**src/rtl/pulse_stretcher_multi_if.sv**
```systemverilog
// Trigger/stretch-length inputs and stretched/overrun/busy outputs of the
// multi-channel pulse stretcher, bundled for connection between blocks.
interface pulse_stretcher_multi_if #(
   parameter int par_channels       = 4,
   parameter int par_T_stretch_bits = 7
);
   logic [par_channels-1:0]       i_x;
   logic [par_T_stretch_bits-1:0] i_t_stretch;
   logic [par_channels-1:0]       o_y;
   logic [par_channels-1:0]       o_overrun;
   logic                          o_busy;

   modport master (
      output i_x,
      output i_t_stretch,
      input  o_y,
      input  o_overrun,
      input  o_busy
   );

   modport slave (
      input  i_x,
      input  i_t_stretch,
      output o_y,
      output o_overrun,
      output o_busy
   );
endinterface

```
**src/rtl/pulse_stretcher_multi.sv**
```systemverilog
// Multi-channel pulse stretcher: each channel holds its output high for a
// runtime length after a trigger, with optional retrigger, edge mode and hold-off.
module pulse_stretcher_multi #(
   parameter int par_channels       = 4,
   parameter int par_T_stretch_max  = 64,
   parameter int par_T_stretch_bits = $clog2(par_T_stretch_max + 1),
   parameter int par_T_holdoff      = 0,
   parameter int par_retrigger      = 0,
   parameter int par_edge           = 0
) (
   input  logic                     i_clk,
   input  logic                     i_rst,
   pulse_stretcher_multi_if.slave   bus
);
   localparam int HO_BITS = (par_T_holdoff > 0) ? $clog2(par_T_holdoff + 1) : 1;
   localparam int CNT_W   = (par_T_stretch_bits > HO_BITS) ? par_T_stretch_bits : HO_BITS;

   localparam logic [par_T_stretch_bits-1:0] MAX_V   = par_T_stretch_bits'(par_T_stretch_max);
   localparam logic [CNT_W-1:0]              HO_LOAD = CNT_W'((par_T_holdoff > 0) ? par_T_holdoff - 1 : 0);

   typedef enum logic [1:0] {
      ST_IDLE,
      ST_HOLD,
      ST_HOLDOFF
   } state_t;

   logic [par_T_stretch_bits-1:0] neff;
   logic [par_channels-1:0]       y_vec;
   logic [par_channels-1:0]       ov_vec;
   logic [par_channels-1:0]       act_vec;

   // One clamped length shared by every channel; each channel samples it on acceptance.
   assign neff = (bus.i_t_stretch > MAX_V) ? MAX_V : bus.i_t_stretch;

   generate
      for (genvar gi = 0; gi < par_channels; gi++) begin : g_ch
         state_t           state_reg;
         logic [CNT_W-1:0] cnt_reg;
         logic             y_reg;
         logic             ov_reg;
         logic             act_reg;
         logic             x_d_reg;
         logic             trig;
         logic             reload;

         assign trig   = (par_edge != 0) ? (bus.i_x[gi] & ~x_d_reg) : bus.i_x[gi];
         assign reload = trig && (neff != '0);

         always_ff @(posedge i_clk) begin
            if (i_rst) begin
               state_reg <= ST_IDLE;
               cnt_reg   <= '0;
               y_reg     <= 1'b0;
               ov_reg    <= 1'b0;
               act_reg   <= 1'b0;
               x_d_reg   <= 1'b0;
            end else begin
               x_d_reg <= bus.i_x[gi];
               ov_reg  <= 1'b0;
               case (state_reg)
                  ST_IDLE: begin
                     if (reload) begin
                        state_reg <= ST_HOLD;
                        cnt_reg   <= CNT_W'(neff - 1'b1);
                        y_reg     <= 1'b1;
                        act_reg   <= 1'b1;
                     end
                  end
                  ST_HOLD: begin
                     if ((par_retrigger != 0) && reload) begin
                        cnt_reg <= CNT_W'(neff - 1'b1);
                     end else begin
                        if (trig && (par_retrigger == 0)) begin
                           ov_reg <= 1'b1;
                        end
                        if (cnt_reg == '0) begin
                           y_reg <= 1'b0;
                           if (par_T_holdoff > 0) begin
                              state_reg <= ST_HOLDOFF;
                              cnt_reg   <= HO_LOAD;
                           end else begin
                              state_reg <= ST_IDLE;
                              act_reg   <= 1'b0;
                           end
                        end else begin
                           cnt_reg <= cnt_reg - 1'b1;
                        end
                     end
                  end
                  ST_HOLDOFF: begin
                     if (trig) begin
                        ov_reg <= 1'b1;
                     end
                     if (cnt_reg == '0) begin
                        state_reg <= ST_IDLE;
                        act_reg   <= 1'b0;
                     end else begin
                        cnt_reg <= cnt_reg - 1'b1;
                     end
                  end
                  default: begin
                     state_reg <= ST_IDLE;
                     cnt_reg   <= '0;
                     y_reg     <= 1'b0;
                     act_reg   <= 1'b0;
                  end
               endcase
            end
         end

         assign y_vec[gi]   = y_reg;
         assign ov_vec[gi]  = ov_reg;
         assign act_vec[gi] = act_reg;
      end
   endgenerate

   // act_reg mirrors (state != IDLE) in lockstep, so busy aligns with o_y.
   assign bus.o_y       = y_vec;
   assign bus.o_overrun = ov_vec;
   assign bus.o_busy    = |act_vec;
endmodule

```
**src/flat_wrapper.sv**
```systemverilog
// flat-port wrapper written by rule: the top's interface ports become plain ports
module pulse_stretcher_multi_flat 
#(
   parameter int par_channels       = 4,
   parameter int par_T_stretch_max  = 64,
   parameter int par_T_stretch_bits = $clog2(par_T_stretch_max + 1),
   parameter int par_T_holdoff      = 0,
   parameter int par_retrigger      = 0,
   parameter int par_edge           = 0
)
  (i_clk, i_rst, bus_i_x, bus_i_t_stretch, bus_o_y, bus_o_overrun, bus_o_busy);
  pulse_stretcher_multi_if #(.par_channels(par_channels), .par_T_stretch_bits(par_T_stretch_bits)) bus_i ();
  input  logic i_clk;
  input  logic i_rst;
  input wire logic [$bits(bus_i.i_x)-1:0] bus_i_x;
  input wire logic [$bits(bus_i.i_t_stretch)-1:0] bus_i_t_stretch;
  output wire logic [$bits(bus_i.o_y)-1:0] bus_o_y;
  output wire logic [$bits(bus_i.o_overrun)-1:0] bus_o_overrun;
  output wire logic [$bits(bus_i.o_busy)-1:0] bus_o_busy;
  assign bus_i.i_x = bus_i_x;
  assign bus_i.i_t_stretch = bus_i_t_stretch;
  assign bus_o_y = bus_i.o_y;
  assign bus_o_overrun = bus_i.o_overrun;
  assign bus_o_busy = bus_i.o_busy;
  pulse_stretcher_multi #(.par_channels(par_channels), .par_T_stretch_max(par_T_stretch_max), .par_T_stretch_bits(par_T_stretch_bits), .par_T_holdoff(par_T_holdoff), .par_retrigger(par_retrigger), .par_edge(par_edge)) u_core (.i_clk(i_clk), .i_rst(i_rst), .bus(bus_i));
endmodule
```
**config.mk**
```make
export PLATFORM = sky130hd
export DESIGN_NAME = pulse_stretcher_multi_flat
export DESIGN_NICKNAME = d
export VERILOG_FILES = /design/src/rtl/pulse_stretcher_multi_if.sv /design/src/rtl/pulse_stretcher_multi.sv /design/src/flat_wrapper.sv
export SDC_FILE = /design/constraint.sdc
export NUM_CORES = 1
export LEC_CHECK = 0
export CORE_MARGIN = 5
export CORE_UTILIZATION = 45
export DETAILED_ROUTE_END_ITERATION = 12
export GPL_ROUTABILITY_DRIVEN = 0
export PLACE_DENSITY_LB_ADDON = 0.05
export SLEW_MARGIN = 10
export SYNTH_ARGS = -nofsm -noshare
export SYNTH_HDL_FRONTEND = slang
export SYNTH_SLANG_ARGS = --single-unit
```
**constraint.sdc**
```tcl
create_clock -name i_clk -period 7.4 [get_ports i_clk]
set_input_delay 2.22 -clock i_clk [delete_from_list [all_inputs] [get_ports i_clk]]
set_output_delay 2.22 -clock i_clk [all_outputs]
set_load 0.005 [all_outputs]
```
==> results of run 1 <==
==> per-layer routing <==
metal | vias to the layer above | wire [um] | track usage, %
met2 | 48 | 2750 | 30.5
met3 | 10 | 257 | 4.55
met4 | 0 | 113 | 7.09
li1 | 1079 | - | -
met5 | - | 0 | 0
met1 | 1017 | 2810 | 26.6
==> per-stage QoR <==
stage                     hold slack (ps)  power (mW)  utilization (%)  instances
final                                 494       0.580             53.1        358
after global routing                  521       0.619             53.1        358
after CTS                             497       0.586             53.1        358
after detailed placement              490       0.428             51.1        351
after global placement                471       0.427             51.1        351
after floorplan                       452       0.378                -        281
==> worst paths after layout <==
kind / start / end / slack [ps] / cells past startpoint
max: bus_i_t_stretch[6] / u_core.g_ch[1].cnt_reg[6] / 2810 / 7
min: u_core.g_ch[2].cnt_reg[6] / u_core.g_ch[2].cnt_reg[6] / 490 / 2
min reg2reg: u_core.g_ch[2].cnt_reg[6] / u_core.g_ch[2].cnt_reg[6] / 490 / 2
max reg2reg: u_core.g_ch[1].cnt_reg[0] / u_core.g_ch[1].cnt_reg[1] / 5210 / 6
==> tightest hold or removal path: stages (launching register included) <==
cell	delay [ps]
dfxtp_1	310
o311ai_1	70
a21oi_1	70
==> cells in the final DEF (no fill, tap or decap), drive strengths merged, types with 5 or more instances in the layout <==
| cell type | n |
|---|---|
| nand2 | 19 |
| ha | 6 |
| o31ai | 7 |
| nor3 | 5 |
| clkbuf | 7 |
| inv | 15 |
| o211ai | 5 |
| a31oi | 11 |
| o21ai | 15 |
| nor2 | 16 |
| nor2b | 7 |
| dfxtp | 36 |
| nand3 | 15 |
| mux2i | 8 |
| clkdlybuf4s50 | 21 |
| a21oi | 22 |
| nand2b | 8 |
| or4 | 6 |
==> final cells by class <==
cell class	count	area [um2]
inverter	15	56.3
tap	67	83.8
clock buffer	7	96.3
timing repair buffer	22	218
sequential	36	721
fill	490	2260
multi-input combinational	211	1380
==> cells by family (layout without fill, tap and decap cells) <==
kind of cell | Yosys count | after routing
flops | 36 | 36
compound gates | 93 | 93
fa+ha+maj | 6 | 6
mux | 9 | 9
xor+xnor | 1 | 1
buf+inv | 34 | 44
simple gates | 102 | 102
==> power groups by stage <==
stage               sequential [mW]  clock (mW)  combinational (mW)
finish                        0.251       0.154               0.175
global route                  0.256       0.166               0.196
CTS                           0.250       0.161               0.175
detailed placement            0.255           0               0.174
global placement              0.254           0               0.172
floorplan                     0.241           0               0.137
==> summary.txt, run 1 <==
Clock tree
  • CTS H-tree depth: 2
  • Clk pin slew, worst setup/hold paths: approximately 70 ps
  • Post-cts resize count: 0
  • Clk buf depth: 2
  • TritonCTS buffer count: 5
  • Post-CTS Setup Inserts: 0
  • Worst skew pair latency: 290 ps
  • Root buf cell: clkbuf_8
  • TritonCTS clock tree: done
  • Clock sinks: 36
  • Cts hold-fix bufs: 0

Final layout
  • Final-stage net count: a little over 300
  • Area delta synth->final: 13.1%
  • Antenna Diode Count: 0
  • Final Cell Area: 0.00256 mm2
  • Layout cells sized above 1: 6.19%
  • Largest register FFs: 28

Setup path
  • Crit path largest cell delay: ~640 ps
  • Arrival @ worst endpoint: 4800 ps
  • Worst setup SP type: input pin
  • Crit-path cells: clkdlybuf4s50_1 -> nand2b_1 -> ha_1 -> or4b_1 -> o31ai_1 -> mux2i_1 -> o31ai_1
  • Worst path buffer plus inverter count: 1
  • Crit path max-delay cell type: clkdlybuf4s50_1
  • Crit path kind: in2reg
  • Critical path's most frequent cell: o31ai_1
  • CP required: 7610 ps
  • Worst setup EP type: flip-flop
  • Worst path top cell family by delay: simple AND/OR/NAND/NOR gates
  • Worst Path Max Fanout: 11

Yosys
  • Post-synth cell types: 58
  • FF+latch count, synth: 36
  • Post-Synth Adder-Cell Area: 3.32%
  • Post-synth top flop: dfxtp_1
  • Post-synthesis mux area share: under 10%
  • XOR/XNOR Fraction of Synth Area: 0.387%
  • Mapped Cells: 281
  • Post-synthesis compound-gate area fraction: 28.5%
  • Synth area leaders: dfxtp_1, a21oi_1, mux2i_1
  • Yosys warns: 0
  • Ys async rst share: 0%
  • Most common cell in the netlist: dfxtp_1
  • Simple-gate share of the synthesized area: 24.9%
  • Seq/Total Area, Yosys: 31.9%
  • Leading area contributor after synthesis: dfxtp_1
  • Netlist Area Pre-Place: ~0.0023 mm2
  • Number of flops mapped to enable cells by yosys: 0
  • Avg Cell Area, Syn: 8.05 um2
  • Syn Nets: 300
  • Ranking of synthesized cells by instance count: dfxtp_1, a21oi_1, nand2_1
  • Largest family of logic cells by synthesized area: compound AO/OA/AOI/OAI gates
  • Post-synth top area share: 31.9%

Pwr
  • Share of power burned in registers: between 40% and 50%
  • Leak: 0.927 nW
  • Sw Ratio: around 34%
  • Worst-case vdd ir drop: 0.0987 mV
  • Clock power share: 26.6%
  • Combinational share of power: a little under a third
  • Switching power: 0.199 mW
  • Power density of the placed cells: 227 mW/mm2
  • Cell-internal power: 0.381 mW

STA
  • Fin worst setup slack: 2810 ps
  • Slew @ Worst Pin: ~650 ps
  • Setup violations, final: 0
  • Fin. max-slew vios: 0
  • Rel. slew slack: 56.4%
  • TNS Setup: 0 ps
  • Period utilization: 62.0%
  • Skew final: 2.66 ps
  • Fin. Hold Viols: 0
  • RSZ-0062 raised after global routing: no
  • Peak Freq: ~220 MHz
  • Fin crit period: ~4600 ps

Detailed routing
  • Drt pass-1 iters: 4
  • DRC viols: 0
  • Initial DRC Count: 98
  • Routed wire length per instance: 16.6 um
  • Vias/cell: roughly 6
  • Routed WL: approximately 5.9 mm
  • Post-route ant nets: 0
  • Vias post-DR: 2154

Global routing
  • Vias in the first global route: 1988
  • GRT overflow: 0
  • First-pass GRT wire length: 9.94 mm
  • Global Route Usage Sum: 19.7%
  • Largest net degree at the start of global routing: 33
  • Number of antenna violations at the first check in global routing: 0

Floorplanning
  • Core Footprint: 0.00482 mm2
  • # IOs: 22
  • Initial Util: approximately 47%
  • Chip height: approximately 80 um
  • # rows: 25
  • Die X: 80.9 um
  • Full die area: 0.00654 mm2

Outcome
  • Outcome: complete, no violations

Placed design
  • Dpl cell area: 0.00246 mm2
  • Detail Placement HPWL: 4.17 mm
  • IO buf count: 21
  • Pre-CTS setup slack: 2590 ps

Min path
  • Hold Path Class: reg2reg

Run
  • Max-cap violation count: 0
Note: power is estimated with default switching activity, not from simulation.
==> run 2, diff against run 1 <==
==> constraint.sdc (replaced) <==
create_clock -name i_clk -period 3.7 [get_ports i_clk]
set_input_delay 1.11 -clock i_clk [delete_from_list [all_inputs] [get_ports i_clk]]
set_output_delay 1.11 -clock i_clk [all_outputs]
set_load 0.005 [all_outputs]
==> run 2 against run 1 <==
  * Clock power rose by 130%
  * Worst hold slack got worse by 6.7 ps
  * Register-to-register slack got worse by 3700 ps
  * Count of clock-buffer cells in the layout fell by 2
  * Combinational power rose by 110%
  * Core utilization rose by 1.7 points
  * Routed wire length rose by 1.0%
  * Sequential power rose by 99%
  * Sequential share of layout area fell by 0.88 points
  * Sequential cell count did not move
  * Critical path type unchanged
  * Highest routed layer unchanged
==> summary.txt, run 2 (synthesized netlist as in run 1, its figures left out) <==
Outcome
  • Outcome: complete, no violations

STA
  • Skew final: 6.93 ps
  • Period utilization: 82.3%
  • Peak Freq: 328 MHz
  • RSZ-0062 raised after global routing: no
  • Fin. Hold Viols: 0
  • Rel. slew slack: 54.1%
  • TNS Setup: 0 ps
  • Fin. max-slew vios: 0
  • Fin crit period: 3040 ps
  • Slew @ Worst Pin: 687 ps
  • Fin worst setup slack: 656 ps
  • Setup violations, final: 0

Clock tree
  • TritonCTS clock tree: done
  • Post-cts resize count: 0
  • CTS H-tree depth: 2
  • Worst skew pair latency: 300 ps
  • Cts hold-fix bufs: 0
  • TritonCTS buffer count: 5
  • Clock sinks: 36
  • Root buf cell: clkbuf_8
  • Clk buf depth: 2
  • Post-CTS Setup Inserts: 0
  • Clk pin slew, worst setup/hold paths: approximately 80 ps

Floorplanning
  • Die X: 80.9 um
  • Full die area: 0.00654 mm2
  • Chip height: 80.9 um
  • # IOs: 22
  • Initial Util: about 47%
  • Core Footprint: 0.00482 mm2
  • # rows: 25

Placed design
  • Placed Cells: 360
  • Pre-CTS setup slack: roughly 420 ps
  • Dpl cell area: 0.00253 mm2
  • Detail Placement HPWL: 4.26 mm
  • IO buf count: 21

Detailed routing
  • DRC viols: 0
  • Vias post-DR: 2213
  • Post-route ant nets: 0
  • Vias/cell: 6.01
  • Routed WL: 6.00 mm
  • Drt pass-1 iters: 4
  • Initial DRC Count: 113
  • Routed wire length per instance: 16.3 um

Setup path
  • WP depth: 7
  • Crit path kind: in2reg
  • Worst setup SP type: input pin
  • Crit path max-delay cell type: clkdlybuf4s50_1
  • Crit-path cells: clkdlybuf4s50_1 -> nand2b_1 -> ha_1 -> nor2b_1 -> a21boi_1 -> nor2_1 -> o32ai_1
  • Worst setup EP type: flip-flop
  • Crit path largest cell delay: between 500 and 600 ps
  • Worst Path Max Fanout: 7
  • Arrival @ worst endpoint: 3240 ps
  • Worst path buffer plus inverter count: 1
  • FF-to-FF End: u_core.g_ch[2].cnt_reg[4]
  • Path depth of the worst reg2reg path: 6
  • Worst path top cell family by delay: compound AO/OA/AOI/OAI gates
  • R2R Path Start: u_core.g_ch[2].cnt_reg[0]
  • Reg2Reg Setup Slack: 1520 ps
  • CP required: 3900 ps

Global routing
  • First-pass GRT wire length: 9.94 mm
  • GRT overflow: 0
  • Vias in the first global route: 1974
  • Global Route Usage Sum: 19.6%
  • Number of antenna violations at the first check in global routing: 0
  • Largest net degree at the start of global routing: 33

Pwr
  • Power density of the placed cells: 461 mW/mm2
  • Leak: 0.974 nW
  • Worst-case vdd ir drop: about 0.2 mV
  • Total power: 1.22 mW

Final layout
  • Final Non-Filler Cells: 368
  • Most frequent cells in the layout: dfxtp_1, a21oi_1, clkdlybuf4s50_1, nand2_1, nor2_1
  • Fill count: 488
  • Final-stage net count: approximately 320
  • Antenna Diode Count: 0
  • Largest register FFs: 28
  • Final Cell Area: 0.00264 mm2
  • Commonest non-fill, non-tap cell in the layout: dfxtp_1
  • Area delta synth->final: 16.7%
  • Layout cells sized above 1: 9.30%

Run
  • Max-cap violation count: 0

Min path
  • Hold Path Class: reg2reg
  • Cell depth of the worst hold path: 2
  • Min-Delay Endpoint: u_core.g_ch[2].cnt_reg[6]
  • Hold Startpoint: u_core.g_ch[2].cnt_reg[6]
==> run 2: cell count changes in the layout (fill, tap and decap cells not counted) <==
cell	change
clkinv_2	+1
buf_4	+9
clkbuf_8	-2
bufinv_16	+1
clkinvlp_4	+1
==> run 2: final cells by class <==
| class | instances | area [um2] | share of cell area, % |
|---|---|---|---|
| Multi-Input combinational cell | 211 | 1380 | 52.4 |
| Tap cell | 67 | 83.8 | 3.18 |
| Clock inverter | 3 | 42.5 | 1.61 |
| Inverter | 15 | 56.3 | 2.13 |
| Timing Repair Buffer | 31 | 285 | 10.8 |
| Clock buffer | 5 | 68.8 | 2.61 |
| Sequential cell | 36 | 721 | 27.3 |
==> run 2: worst max path at each step <==
stage / endpoint / slack (ps) / from
finish: u_core.g_ch[2].cnt_reg[2] / 660 / bus_i_t_stretch[0]
global route: u_core.g_ch[2].cnt_reg[2] / 570 / bus_i_t_stretch[0]
CTS: u_core.g_ch[2].cnt_reg[2] / 680 / bus_i_t_stretch[0]
detailed placement: u_core.g_ch[3].cnt_reg[0] / 420 / bus_i_t_stretch[4]
global placement: u_core.g_ch[3].cnt_reg[0] / 430 / bus_i_t_stretch[4]
floorplan: u_core.g_ch[1].cnt_reg[3] / 760 / bus_i_t_stretch[6]
==> run 2: through the flow <==
stage	hold slack (ps)	utilization, %
global route	514	54.8
detailed placement	479	52.5
global placement	471	52.5
CTS	489	54.8
floorplan	452	-
finish	487	54.8
==> run 2: routing by layer <==
metal,track usage (%),up-vias,part of all wire (%)
met4,7.26,0,1.5
met3,3.55,10,4.1
li1,-,1109,-
met2,31.4,38,46
met1,26.1,1056,48
met5,0,-,0
==> run 2: tightest hold or removal path, stage by stage (launching register included) <==
cell	delay, ps
dfxtp_1	320
o311ai_1	70
a21oi_1	60
==> run 2: report_power, final <==
group          internal [mW]  switching [mW]  total (mW)
Combinational          0.170           0.191       0.362
Clock                  0.200           0.157       0.356
Sequential             0.435          0.0638       0.499
Total                  0.805           0.412        1.22
